==> config.mk <==
export PLATFORM = sky130hd
export DESIGN_NAME = tx_axis_arbiter
export DESIGN_NICKNAME = d
export VERILOG_FILES = /design/src/rtl/tx_axis_arbiter.sv
export SDC_FILE = /design/constraint.sdc
export NUM_CORES = 1
export LEC_CHECK = 0
export BUFFER_PORTS_ARGS = -buffer_cell sky130_fd_sc_hd__buf_4
export CAP_MARGIN = 5
export CORE_ASPECT_RATIO = 1.25
export CORE_MARGIN = 2
export CORE_UTILIZATION = 33
export CTS_CLUSTER_DIAMETER = 80
export CTS_CLUSTER_SIZE = 25
export DETAILED_ROUTE_END_ITERATION = 6
export PLACE_DENSITY = 0.79
export RECOVER_POWER = 100
export SYNTH_ARGS = -nofsm -noshare
export SYNTH_HDL_FRONTEND = slang
export SYNTH_SLANG_ARGS = --single-unit
export TNS_END_PERCENT = 20
==> constraint.sdc <==
create_clock -name tx_clk -period 1.8 [get_ports tx_clk]
set_clock_uncertainty 0.05 [all_clocks]
set_input_delay 0.18 -clock tx_clk [delete_from_list [all_inputs] [get_ports tx_clk]]
set_output_delay 0.18 -clock tx_clk [all_outputs]
set_load 0.03 [all_outputs]
==> src/rtl/tx_axis_arbiter.sv <==
// Round-robin arbiter that funnels NUM_PORTS AXI-Stream transmit
// requesters into a single MAC transmit stream, one whole frame at a time.
//
// Ports:
//   tx_clk, tx_rst         clock and synchronous active-high reset
//   in_slave_tx_*          packed per-port AXIS inputs (data/keep/valid/last)
//   out_slave_tx_tready    per-port ready back to the requesters
//   out_master_tx_*        AXIS stream towards the MAC
//   in_master_tx_tready    MAC ready
//   in_port_enable         per-port permission to be newly granted
//   out_grant              registered one-hot grant (zero while arbitrating)
//   out_busy               high while a frame is locked to a port
//   out_frame_done         one-cycle pulse after each completed frame
//   out_frame_count        wrapping count of forwarded frames

module tx_axis_arbiter #(
    parameter int NUM_PORTS  = 2,
    parameter int DATA_WIDTH = 32,
    localparam int KEEP_WIDTH = DATA_WIDTH / 8
) (
    input  logic                            tx_clk,
    input  logic                            tx_rst,

    input  logic [NUM_PORTS*DATA_WIDTH-1:0] in_slave_tx_tdata,
    input  logic [NUM_PORTS*KEEP_WIDTH-1:0] in_slave_tx_tkeep,
    input  logic [NUM_PORTS-1:0]            in_slave_tx_tvalid,
    input  logic [NUM_PORTS-1:0]            in_slave_tx_tlast,
    output logic [NUM_PORTS-1:0]            out_slave_tx_tready,

    output logic [DATA_WIDTH-1:0]           out_master_tx_tdata,
    output logic [KEEP_WIDTH-1:0]           out_master_tx_tkeep,
    output logic                            out_master_tx_tvalid,
    output logic                            out_master_tx_tlast,
    input  logic                            in_master_tx_tready,

    input  logic [NUM_PORTS-1:0]            in_port_enable,
    output logic [NUM_PORTS-1:0]            out_grant,
    output logic                            out_busy,
    output logic                            out_frame_done,
    output logic [15:0]                     out_frame_count
);

    localparam int IDX_W = (NUM_PORTS > 1) ? $clog2(NUM_PORTS) : 1;

    typedef enum logic {
        ARB  = 1'b0,
        XFER = 1'b1
    } state_e;

    state_e               state_q;
    logic [NUM_PORTS-1:0] grant_q;
    logic [IDX_W-1:0]     gidx_q;
    logic [IDX_W-1:0]     last_q;
    logic                 done_q;
    logic [15:0]          count_q;
    logic [11:0]          beats_q;

    logic [NUM_PORTS-1:0] elig;
    logic [IDX_W-1:0]     pick_d;
    logic                 hit_d;
    logic [IDX_W-1:0]     cand;
    int                   idx;

    logic                 xfer_act;
    logic                 valid_g;
    logic                 last_g;
    logic                 beat;

    // Round-robin search. Candidates are visited from the farthest
    // (last_grant itself) to the nearest (last_grant+1), so the nearest
    // eligible port is the one left in pick_d.
    always_comb begin
        elig   = in_slave_tx_tvalid & in_port_enable;
        pick_d = '0;
        hit_d  = 1'b0;
        idx    = 0;
        cand   = '0;
        for (int i = NUM_PORTS; i >= 1; i--) begin
            idx  = (int'(last_q) + i) % NUM_PORTS;
            cand = IDX_W'(idx);
            if (elig[cand]) begin
                pick_d = cand;
                hit_d  = 1'b1;
            end
        end
    end

    // The locked port is muxed straight through; reset forces the
    // handshake signals low so nothing moves while tx_rst is high.
    assign xfer_act = (state_q == XFER) && !tx_rst;
    assign valid_g  = in_slave_tx_tvalid[gidx_q];
    assign last_g   = in_slave_tx_tlast[gidx_q];
    assign beat     = xfer_act && valid_g && in_master_tx_tready;

    assign out_master_tx_tdata =
        in_slave_tx_tdata[gidx_q*DATA_WIDTH +: DATA_WIDTH];
    assign out_master_tx_tkeep =
        in_slave_tx_tkeep[gidx_q*KEEP_WIDTH +: KEEP_WIDTH];
    assign out_master_tx_tvalid = xfer_act && valid_g;
    assign out_master_tx_tlast  = xfer_act && last_g;

    assign out_slave_tx_tready =
        xfer_act ? (grant_q & {NUM_PORTS{in_master_tx_tready}})
                 : '0;

    assign out_grant       = grant_q;
    assign out_busy        = (state_q == XFER);
    assign out_frame_done  = done_q;
    assign out_frame_count = count_q;

    always_ff @(posedge tx_clk) begin
        if (tx_rst) begin
            state_q <= ARB;
            grant_q <= '0;
            gidx_q  <= '0;
            last_q  <= IDX_W'(NUM_PORTS - 1);
            done_q  <= 1'b0;
            count_q <= '0;
            beats_q <= '0;
        end else begin
            done_q <= 1'b0;
            unique case (state_q)
                ARB: begin
                    if (hit_d) begin
                        state_q <= XFER;
                        grant_q <= {{(NUM_PORTS-1){1'b0}}, 1'b1} << pick_d;
                        gidx_q  <= pick_d;
                    end
                end
                XFER: begin
                    // No preemption: only the tlast beat releases the lock.
                    if (beat) begin
                        if (last_g) begin
                            state_q <= ARB;
                            grant_q <= '0;
                            last_q  <= gidx_q;
                            done_q  <= 1'b1;
                            count_q <= count_q + 16'd1;
                            beats_q <= '0;
                        end else if (beats_q != 12'hFFF) begin
                            // Oversized frames keep flowing; the counter
                            // simply saturates.
                            beats_q <= beats_q + 12'd1;
                        end
                    end
                end
                default: begin
                    state_q <= ARB;
                    grant_q <= '0;
                end
            endcase
        end
    end

endmodule

Word-level counts from Yosys, hierarchy flattened

Index checks and enable logic that the tools add are counted.
Widths: inputs -> output; s select.

Add/subtract/negate cells: 3
Equal/unequal tests: 3
Order comparisons: 3
Shift operators: 3
Reductions and logical operators: 9
Bitwise operators: 4
Mux-type cells: 22

Operators with widths:

| kind                  | count |
|---|---|
| $shiftx 64x7->32      | 1 |
| $add 16x1->16 const B | 1 |
| $mux 1                | 16 |
| $mux 2                | 4 |
| $shiftx 8x4->4        | 1 |
| $lt 1x2->1 const B    | 3 |
| $reduce_and 3->1      | 2 |
| $and 2x2->2           | 2 |
| $logic_and 1x1->1     | 4 |
| $ne 2x1->1 const B    | 2 |
| $pmux 2 s2            | 1 |
| $reduce_or 3->1       | 1 |
| $add 1x1->1 const B   | 2 |
| $ne 2x2->1 const B    | 1 |
| $not 1->1             | 2 |
| $pmux 1 s2            | 1 |
| $reduce_and 2->1      | 1 |
| $shl 1x1->2 const A   | 1 |
| $logic_not 1->1       | 1 |

Word-level logic and storage cells: 53
Output and inout port bits: 60
Flip-flop bits (word level): 22
Input port bits: 81

Logic depth before layout (Yosys ltp)

Gate-level depths: netlist of run 1.

Depth after elaboration: 8
Depth in mapped cells: 7
Mapped depth without buffers: 5

Worst setup path after synthesis of run 1

Ideal clock, no wire load.

Path kind: flip-flop to flip-flop
Start point: register state_q, in the netlist out_busy
End point: register count_q[15], in the netlist out_frame_count[15]
Data required time: 1.627 ns
Cell stages (with the launch flop): 7
Arrival: 1.993 ns
Setup slack: -0.366 ns
Cells stage by stage: dfxtp_1 -> nand3b_1 -> or3_1 -> buf_2 -> buf_6 -> nor4_2 -> mux2_1

Word-level cells in the longest chain between the ends: 4

Ends and longest elaborated chain:

| element                        | RTL line | source |
|---|---|---|
| start, declared                | 50       | `state_e state_q;` |
| start signal, assigned         | 113      | `state_q <= ARB;` |
| start signal, assigned         | 125      | `state_q <= XFER;` |
| start signal, assigned         | 134      | `state_q <= ARB;` |
| $logic_and 1x1->1              | 90       | `assign xfer_act = (state_q == XFER) && !tx_rst;` |
| $logic_and 1x1->1 (2 in a row) | 93       | `assign beat = xfer_act && valid_g && in_master_tx_tready;` |
| $reduce_and 3->1 (no line) *   | --       |  |
| end signal, assigned           | 138      | `count_q <= count_q + 16'd1;` |
| end, declared                  | 55       | `logic [15:0] count_q;` |

Mark *: on every way between the ends. The rest lies on a longest branch, timed or not.
A chain may end at the register's enable or synchronous reset.

Final worst setup path of run 1

Start point: register gidx_q
End point: register count_q[11], in the netlist out_frame_count[11]

Word-level cells in the longest chain between the ends: 5

Ends and longest elaborated chain:

| element                                   | RTL line | source |
|---|---|---|
| start, declared                           | 52       | `logic [IDX_W-1:0] gidx_q;` |
| start signal, assigned                    | 127      | `gidx_q <= pick_d;` |
| $mux 1 (not written as such) (2 in a row) | 91       | `assign valid_g = in_slave_tx_tvalid[gidx_q];` |
| $logic_and 1x1->1 (2 in a row)            | 93       |  |
| $reduce_and 3->1 (no line) *              | --       |  |

Mark *: on every way between the ends. The rest lies on a longest branch, timed or not. The select of a mux whose other input is x is not followed.

==> results.json, run 1 <==
{
  "yosys_warnings": 0,
  "route.detailed.drc": 0,
  "clkLatencyLatePin_ps": 270,
  "power.static_leakage_uw": 0.00118,
  "worst_slew_margin_relative_to_its_limit_pct": 74.4,
  "yosys.cell_count.top_type": "sky130_fd_sc_hd__mux2_2",
  "synth_nets": 245,
  "post-route-worst-setup-slack_ps": 26.0,
  "sequential_cell_area_fraction_in_the_yosys_report_pct": 29.9,
  "setup_violations": 0,
  "worst-slew-pin-transition_ps": 386,
  "max_clock_freq_mhz": 564,
  "arr_time_crit_path_ps": 1940,
  "max_cap_viol_count": 0,
  "critical_path.slowest_cell": "sky130_fd_sc_hd__or4_4",
  "slew_viol_final": 0,
  "drt_pre_antenna_iters": 4,
  "area_of_the_core_um2": 4360,
  "clock_sinks": 22,
  "final_layout_size_suffix_gt1_share_pct": 62.1,
  "cts_tree": "yes",
  "worst_hold_path_type": "in2reg",
  "detailroute.via_count": 1793,
  "synthFlopType": "sky130_fd_sc_hd__dfxtp_1",
  "setup_total_negative_slack_ps": 0,
  "drtAntennaViolNets": 0,
  "outcome": "finished clean",
  "syn-mean-instance-area_um2": 9.03,
  "globalRouteTotalUtil_pct": 18.9,
  "p_comb_share_pct": 39.1,
  "cp_cell_sequence": "mux2i_1, or3_4, buf_6, or4_4, a21oi_2",
  "core.rowCount": 27,
  "final_period_minus_worst_setup_slack_ps": 1770,
  "highest_layer": "met4",
  "synthesis.instances": 163,
  "crit_path_start_kind": "register",
  "power_per_cell_area_nw_per_um2": 528,
  "grt_start_max_net_pins": 39,
  "areaGrowthSynthToFinish_pct": 82.5,
  "final.hold.worst_slack_ps": 184,
  "cts_hold_repair.buffers": 0,
  "ys_async_sr_fraction_pct": 0,
  "final_util_pct": 61.6,
  "die_width_um": 63.7,
  "power_switching_share_pct": 31.6,
  "post_drt_wl_per_cell_um": 14.5,
  "seq_pwr_share_pct": 35.3,
  "synthDistinctLibCells": 30,
  "die_y_um": 78.7,
  "grt_first_pass_wirelength_um": 7800,
  "clock_tree.htree_level_count": 1,
  "numCtsBuffers": 3,
  "drt_iter0_drc": 25,
  "path_max_fanout": 9,
  "crit_path_max_incr_delay_ps": 510,
  "portBuffers": 140,
  "clk_pin_slew_ps": 80,
  "cts-root-buf": "sky130_fd_sc_hd__clkbuf_8",
  "first_global_vias": 1702,
  "floorplan.initialDensity_pct": 33.8,
  "switching_power_uw": 448,
  "design.die.area_um2": 5010,
  "rsz0062_at_grt": "yes",
  "syn-cell-area_um2": 1470,
  "peakVddDrop_uv": 521,
  "yosys.area.top_type": "sky130_fd_sc_hd__dfxtp_1",
  "clock_network_fraction_of_design_power_pct": 25.6,
  "antenna_found_initial": 0,
  "finalCritPeriodShare_pct": 98.6,
  "route.met3.wl_um": 323,
  "cp_top_family": "simple AND/OR/NAND/NOR gates",
  "wl_met2_um": 2810,
  "cts.path.max_buffers": 2,
  "critical_path_class": "reg2reg",
  "route.detailed.vias_per_inst": 4.89,
  "synth-seq-cells": 22,
  "finish.net_count": 392,
  "yosysTopAreaCellShare_pct": 29.9,
  "globalplace.congestion": 0.836,
  "dp_hpwl_um": 4350,
  "m1WireLength_um": 2150,
  "synth_common_cells": "sky130_fd_sc_hd__mux2_2 (38), sky130_fd_sc_hd__dfxtp_1 (22), sky130_fd_sc_hd__nand2_1 (16)",
  "detail_route.wirelength_um": 5310,
  "post-layout-total-power_uw": 1420,
  "post_cts_repair_timing_setup_buffer_count": 0,
  "synth_edf_count": 0,
  "detailedPlace.worstSlack_ps": -5.31,
  "grt_overflow": 0,
  "diodes": 0,
  "io_pins": 141,
  "cell_internal_pwr_uw": 970,
  "crit_path_required_time_ps": 1960,
  "setup.worst_path.end_class": "register",
  "post_synth_main_area_contributors": "sky130_fd_sc_hd__dfxtp_1 (30%), sky130_fd_sc_hd__mux2_2 (29%), sky130_fd_sc_hd__a21oi_1 (4.4%)",
  "hold_violations": 0,
  "buf_inv_on_cp": 1
}
-- worst reg2reg max path, delay by kind of cell, from the launching register on --
family	cells	cell delay [ps]
AND/OR/NAND/NOR	2	910
AO/OA/AOI/OAI	1	140
multiplexers	1	140
flip-flops	1	340
buffers and inverters	1	150
-- repair_timing --
item,in CTS,in global routing
pin swaps,0,3
endpoints found under the setup margin,40,7
gates resized for setup,3,10
gates cloned,0,0
-- kinds of logic (layout without fill, tap and decap cells) --
family,count (synthesis),count (layout),synth area share (%)
xor gates and xnor gates,2,2,1.19
DFF,22,22,29.9
muxes,42,42,31.9
adders and majority gates,1,1,0.850
and+or+nand+nor,53,53,19.3
AOI/OAI and AO/OA,27,27,12.2
buffers and inverters,16,162,4.68
-- power by group through the flow --
stage	Sequential, uW	Clock (uW)	Combinational (uW)
2_1_floorplan	524	0	273
3_3_place_gp	511	0	550
3_5_place_dp	511	0	555
4_1_cts	500	365	559
5_1_grt	501	387	581
6_report	500	363	554
-- stage by stage --
stage / instance area, um2 / cells
finish: 2690 / 367
global route: 2690 / 367
CTS: 2710 / 367
detailed placement: 2650 / 363
global placement: 2650 / 363
floorplan: 1500 / 163
-- path summary, 6_finish.rpt --
check / start / end / slack [ps] / depth (start not counted)
worst max-delay path: gidx_q / out_frame_count[11] / 30 / 5
worst min register to register: out_frame_count[4] / out_frame_count[4] / 440 / 1
worst min-delay path: in_port_enable[0] / out_grant[0] / 180 / 3
worst max register to register: gidx_q / out_frame_count[11] / 30 / 5
-- flip-flops by register name (all words and copies together), names as in the netlist --
name,cells
gidx_q,1
out_busy,1
last_q,1
out_frame_count,16
out_grant,2
out_frame_done,1
-- layout by cell type, fill, tap and decap left out --
cell type	instances
sky130_fd_sc_hd__nor4_1	1
sky130_fd_sc_hd__mux2_2	38
sky130_fd_sc_hd__inv_1	6
sky130_fd_sc_hd__nor4_2	1
sky130_fd_sc_hd__nand3_1	6
sky130_fd_sc_hd__ha_1	1
sky130_fd_sc_hd__or4_1	3
sky130_fd_sc_hd__a21oi_2	4
sky130_fd_sc_hd__a311o_1	1
sky130_fd_sc_hd__mux2_1	1
sky130_fd_sc_hd__o31ai_1	7
sky130_fd_sc_hd__o311ai_0	2
sky130_fd_sc_hd__or4b_1	1
sky130_fd_sc_hd__nor2_1	10
sky130_fd_sc_hd__dfxtp_1	17
sky130_fd_sc_hd__nand3b_1	1
sky130_fd_sc_hd__a21o_1	1
sky130_fd_sc_hd__xnor2_1	2
sky130_fd_sc_hd__nand2_1	16
sky130_fd_sc_hd__nand4_1	4
sky130_fd_sc_hd__o41ai_1	2
sky130_fd_sc_hd__dfxtp_2	4
sky130_fd_sc_hd__or3_4	1
sky130_fd_sc_hd__a21oi_1	9
sky130_fd_sc_hd__buf_6	3
sky130_fd_sc_hd__clkbuf_1	17
sky130_fd_sc_hd__and4_1	2
sky130_fd_sc_hd__buf_4	132
sky130_fd_sc_hd__clkbuf_8	4
sky130_fd_sc_hd__or4_4	4
sky130_fd_sc_hd__o2111ai_1	1
sky130_fd_sc_hd__dfxtp_4	1
sky130_fd_sc_hd__nor2b_1	3
sky130_fd_sc_hd__mux2i_1	3
-- routing by layer --
metal,track usage (%),up-vias
li1,-,906
met4,2.61,0
met5,0,-
met3,4.58,4
met2,34.1,71
met1,22.9,812
-- cell type report --
type / instances / area (um2)
Inverter: 6 / 22.5
Multi-Input combinational cell: 125 / 997
Sequential cell: 22 / 449
Clock buffer: 4 / 55.1
Fill cell: 391 / 1670
Tap cell: 58 / 72.6
Timing Repair Buffer: 152 / 1090
No activity file was read; power rests on OpenSTA's default activity.
==> inputs of run 2 (changes only) <==
--- a/config.mk
+++ b/config.mk
@@ -5,15 +5,15 @@
 export SDC_FILE = /design/constraint.sdc
 export NUM_CORES = 1
 export LEC_CHECK = 0
-export BUFFER_PORTS_ARGS = -buffer_cell sky130_fd_sc_hd__buf_4
 export CAP_MARGIN = 5
 export CORE_ASPECT_RATIO = 1.25
 export CORE_MARGIN = 2
-export CORE_UTILIZATION = 33
+export CORE_UTILIZATION = 50
 export CTS_CLUSTER_DIAMETER = 80
 export CTS_CLUSTER_SIZE = 25
 export DETAILED_ROUTE_END_ITERATION = 6
-export PLACE_DENSITY = 0.79
+export DONT_BUFFER_PORTS = 1
+export PLACE_DENSITY = 0.7
 export RECOVER_POWER = 100
 export SYNTH_ARGS = -nofsm -noshare
 export SYNTH_HDL_FRONTEND = slang
==> results.json, run 2 (same netlist as run 1, synthesis figures left out) <==
{
  "outcome": "finished, violations left",
  "failed_checks": "negative hold slack, negative setup slack",
  "cts_hold_repair.buffers": 2,
  "dp_hpwl_um": 3900,
  "area_of_the_core_um2": 2860,
  "portBuffers": 0,
  "n_fill_cell": 249,
  "drt_iter0_drc": 56,
  "cp_top_family": "simple AND/OR/NAND/NOR gates",
  "numCtsBuffers": 3,
  "largest_reg_flops": 16,
  "drtAntennaViolNets": 0,
  "cts.path.max_buffers": 2,
  "max_clock_freq_mhz": 555,
  "worst_slew_margin_relative_to_its_limit_pct": 65.6,
  "design.die.area_um2": 3400,
  "most-common-layout-cells": "sky130_fd_sc_hd__mux2_2 (38), sky130_fd_sc_hd__nand2_1 (16), sky130_fd_sc_hd__dfxtp_1 (16)",
  "cts-root-buf": "sky130_fd_sc_hd__clkbuf_4",
  "critical_path.slowest_cell": "sky130_fd_sc_hd__or4_4",
  "diodes": 0,
  "arr_time_crit_path_ps": 2010,
  "setup_violations": 2,
  "post-layout-total-power_uw": 1110,
  "setup.worst_path.end_class": "register",
  "grt_start_max_net_pins": 39,
  "floorplan.initialDensity_pct": 51.4,
  "crit_path_required_time_ps": 2010,
  "finish.net_count": 274,
  "final_common_cell": "sky130_fd_sc_hd__mux2_2",
  "post_drt_wl_per_cell_um": 21.9,
  "finalCritPeriodShare_pct": 100,
  "route.detailed.vias_per_inst": 6.54,
  "drt_pre_antenna_iters": 4,
  "clock_sinks": 22,
  "worst-slew-pin-transition_ps": 516,
  "power.static_leakage_uw": 0.000611,
  "buf_inv_on_cp": 1,
  "die_width_um": 52.5,
  "clk_pin_slew_ps": 130,
  "route.detailed.drc": 0,
  "die_y_um": 64.7,
  "peakVddDrop_uv": 308,
  "crit_path_max_incr_delay_ps": 510,
  "rsz0062_at_grt": "yes",
  "final_period_minus_worst_setup_slack_ps": 1800,
  "critical_path_class": "reg2reg",
  "clkLatencyLatePin_ps": 320,
  "globalRouteTotalUtil_pct": 28.1,
  "power_per_cell_area_nw_per_um2": 628,
  "place.detailed.instances": 218,
  "slew_viol_final": 0,
  "layout.cell_area.non_filler_um2": 1770,
  "areaGrowthSynthToFinish_pct": 20.6,
  "max_cap_viol_count": 0,
  "final_layout_size_suffix_gt1_share_pct": 40.3,
  "grt_first_pass_wirelength_um": 7150,
  "final_cell_count_no_fill": 227,
  "post-route-worst-setup-slack_ps": -2.71,
  "final.hold.worst_slack_ps": -142,
  "io_pins": 141,
  "crit_path_start_kind": "register",
  "hold_violations": 14,
  "path_max_fanout": 9,
  "globalplace.congestion": 0.773,
  "first_global_vias": 1457,
  "cp_cell_sequence": "mux2i_1, or3_4, buf_6, or4_4, a21oi_2",
  "core.rowCount": 22,
  "antenna_found_initial": 0,
  "cts_tree": "yes",
  "placed_area_um2": 1700,
  "detail_route.wirelength_um": 4960,
  "setup_total_negative_slack_ps": -3.18,
  "grt_overflow": 0,
  "worst_hold_path_type": "in2reg",
  "detailroute.via_count": 1484,
  "clock_tree.htree_level_count": 1
}
[run 2: repair_timing]
| item | 4_1_cts | 5_1_grt |
|---|---|---|
| gates cloned | 0 | 1 |
| endpoints found under the setup margin | 42 | 8 |
| pin swaps | 2 | 3 |
| gates resized for setup | 3 | 11 |
| endpoints found under the hold margin | 16 | 14 |
| setup buffers | 2 | 0 |
[run 2: final timing paths]
check                                    startpoint  slack, ps             endpoint  depth (start not counted)
worst max register to register               gidx_q         -3  out_frame_count[11]                          5
worst min-delay path                         tx_rst       -140   out_frame_count[5]                          1
worst min register to register  out_frame_count[14]        480  out_frame_count[14]                          2
worst max-delay path                         gidx_q         -3  out_frame_count[11]                          5
[run 2: cell type report]
cell class / instances / area (um2) / share of cell area [%]
tap: 36 / 45.0 / 2.54
sequential: 22 / 453 / 25.5
inverter: 6 / 22.5 / 1.27
timing repair buffer: 34 / 213 / 12.0
multi-input combinational: 125 / 1000 / 56.6
clock buffer: 4 / 36.3 / 2.05
[run 2: power by group]
part	internal, uW	switching, uW
clock	124	161
combinational	98.7	223
sequential	494	13.1
[run 2: stage by stage]
step           setup slack, ps  util, %
2_1_floorplan            -9.99        -
3_3_place_gp              44.0     59.3
3_5_place_dp             -28.5     59.3
4_1_cts                 0.0417     62.1
5_1_grt                  -46.6     62.0
6_report                 -2.71     62.0
[run 2: worst reg2reg max path: stages, from the launching register on]
cell	delay, ps
sky130_fd_sc_hd__dfxtp_4	380
sky130_fd_sc_hd__mux2i_1	140
sky130_fd_sc_hd__or3_4	390
sky130_fd_sc_hd__buf_6	150
sky130_fd_sc_hd__or4_4	510
sky130_fd_sc_hd__a21oi_2	130
[run 2: per-layer routing]
metal,vias to the layer above,GRT usage [%],part of all wire (%)
met4,0,8.65,1.4
li1,667,-,-
met1,721,31.9,35
met3,12,5.76,7.0
met2,84,50.8,56
met5,-,0,0
==> inputs of run 3 (changes only) <==
--- a/config.mk
+++ b/config.mk
@@ -18,4 +18,3 @@
 export SYNTH_ARGS = -nofsm -noshare
 export SYNTH_HDL_FRONTEND = slang
 export SYNTH_SLANG_ARGS = --single-unit
-export TNS_END_PERCENT = 20
==> results.json, run 3 (same netlist as run 1, synthesis figures left out) <==
{
  "outcome": "finished, violations left",
  "failed_checks": "negative hold slack",
  "route.detailed.drc": 0,
  "areaGrowthSynthToFinish_pct": 20.3,
  "final_common_cell": "sky130_fd_sc_hd__mux2_2",
  "clk_pin_slew_ps": 130,
  "peakVddDrop_uv": 411,
  "post_drt_wl_per_cell_um": 21.7,
  "numCtsBuffers": 3,
  "first_global_vias": 1457,
  "ff2ff_path_depth": 5,
  "max_cap_viol_count": 0,
  "setup_violations": 0,
  "clock_sinks": 22,
  "grt_first_pass_wirelength_um": 7330,
  "die_width_um": 52.5,
  "diodes": 0,
  "globalplace.congestion": 0.805,
  "clock_tree.htree_level_count": 1,
  "path_max_fanout": 9,
  "final.hold.worst_slack_ps": -136,
  "detail_route.wirelength_um": 4930,
  "die_y_um": 64.7,
  "max_clock_freq_mhz": 557,
  "hold_violations": 14,
  "crit_path_start_kind": "register",
  "io_pins": 141,
  "critical_path_class": "reg2reg",
  "globalRouteTotalUtil_pct": 29.0,
  "hold-path-endpoint": "out_frame_count[5]",
  "worst_hold_path_type": "in2reg",
  "worst-slew-pin-transition_ps": 519,
  "drt_iter0_drc": 28,
  "crit-reg2reg-capture": "out_frame_count[13]",
  "met3_usage_pct": 2.76,
  "rsz0062_at_grt": "yes",
  "finalCritPeriodShare_pct": 99.7,
  "final_period_minus_worst_setup_slack_ps": 1790,
  "routing_layer_with_the_top_usage_in_global_route": "met2",
  "cts-root-buf": "sky130_fd_sc_hd__clkbuf_4",
  "slew_viol_final": 0,
  "portBuffers": 0,
  "met2_usage_pct": 54.8,
  "cts.path.max_buffers": 2,
  "detailroute.via_count": 1452,
  "reg2reg_slack_ps": 5,
  "final_cell_count_no_fill": 227,
  "floorplan.initialDensity_pct": 51.4,
  "final_layout_size_suffix_gt1_share_pct": 36.1,
  "most-common-layout-cells": "sky130_fd_sc_hd__mux2_2 (28), sky130_fd_sc_hd__buf_4 (19), sky130_fd_sc_hd__nand2_1 (16), sky130_fd_sc_hd__dfxtp_1 (16), sky130_fd_sc_hd__clkbuf_1 (12)",
  "worst_hold_startpoint": "tx_rst",
  "drt_pre_antenna_iters": 4,
  "arr_time_crit_path_ps": 2000,
  "critical_path.reg2reg.startpoint": "gidx_q",
  "setup.worst_path.end_class": "register",
  "crit_path_required_time_ps": 2000,
  "drtAntennaViolNets": 0,
  "post-layout-total-power_uw": 1100,
  "number_of_cells_traversed_by_the_worst_hold_path": 1,
  "clkLatencyLatePin_ps": 310,
  "design.die.area_um2": 3400,
  "area_of_the_core_um2": 2860,
  "finish.net_count": 274,
  "cts_hold_repair.buffers": 1,
  "largest_reg_flops": 16,
  "grt_start_max_net_pins": 29,
  "layout.cell_area.non_filler_um2": 1770,
  "dp_hpwl_um": 4050,
  "met1_usage_pct": 32.7,
  "power.static_leakage_uw": 0.000618,
  "antenna_found_initial": 0,
  "route.detailed.vias_per_inst": 6.40,
  "power_per_cell_area_nw_per_um2": 620,
  "core.rowCount": 22,
  "cts_tree": "yes",
  "place.detailed.instances": 220,
  "grt_overflow": 0,
  "placed_area_um2": 1710,
  "worst_slew_margin_relative_to_its_limit_pct": 65.4
}
run 3: where the power goes:
part | internal, uW | total, uW | leakage, uW | switching [uW]
sequential | 494 | 503 | 0.000181 | 8.83
combinational | 92.7 | 319 | 0.000416 | 226
clock | 123 | 277 | 0.0000210 | 153
run 3: worst max path at each step:
stage / startpoint / endpoint / cells past startpoint
global route: gidx_q / out_frame_count[13] / 5
CTS: gidx_q / out_frame_count[12] / 5
detailed placement: gidx_q / out_frame_count[13] / 5
finish: gidx_q / out_frame_count[13] / 5
global placement: gidx_q / out_frame_count[11] / 5
floorplan: out_busy / out_frame_count[15] / 6
run 3: timing repair:
item	CTS	global route
setup endpoints to repair	6	7
gates cloned	1	0
resized for setup	3	9
buffers inserted	1	0
endpoints found under the hold margin	15	14
pin swaps	1	6
run 3: through the flow:
stage                     setup WS [ps]  TNS (ps)  utilization (%)
after CTS                         0.105         0             62.2
after floorplan                   -9.99     -22.6                -
after detailed placement          -38.3      -148             59.8
after global routing              -26.6      -101             61.8
final                              5.08         0             61.8
after global placement             20.2         0             59.8
run 3: critical path, stage by stage (launching register included):
cell,delay (ps)
sky130_fd_sc_hd__dfxtp_4,380
sky130_fd_sc_hd__mux2i_1,130
sky130_fd_sc_hd__or3_4,390
sky130_fd_sc_hd__buf_6,150
sky130_fd_sc_hd__or4b_1,510
sky130_fd_sc_hd__a21oi_1,130
run 3: cell type report:
| type | instances | area [um2] |
|---|---|---|
| clock buffers | 4 | 36.3 |
| fillers | 254 | 1090 |
| inverters | 6 | 22.5 |
| multi-input cells | 125 | 1000 |
| flip-flops and latches | 22 | 453 |
| well taps | 36 | 45.0 |
| repair buffers | 34 | 214 |
run 3: routing by layer:
layer  share of wire, %  vias up
met5                  0        -
met4                1.5        0
met3                6.1        6
met2                 56       76
met1                 36      704
li1                   -      666
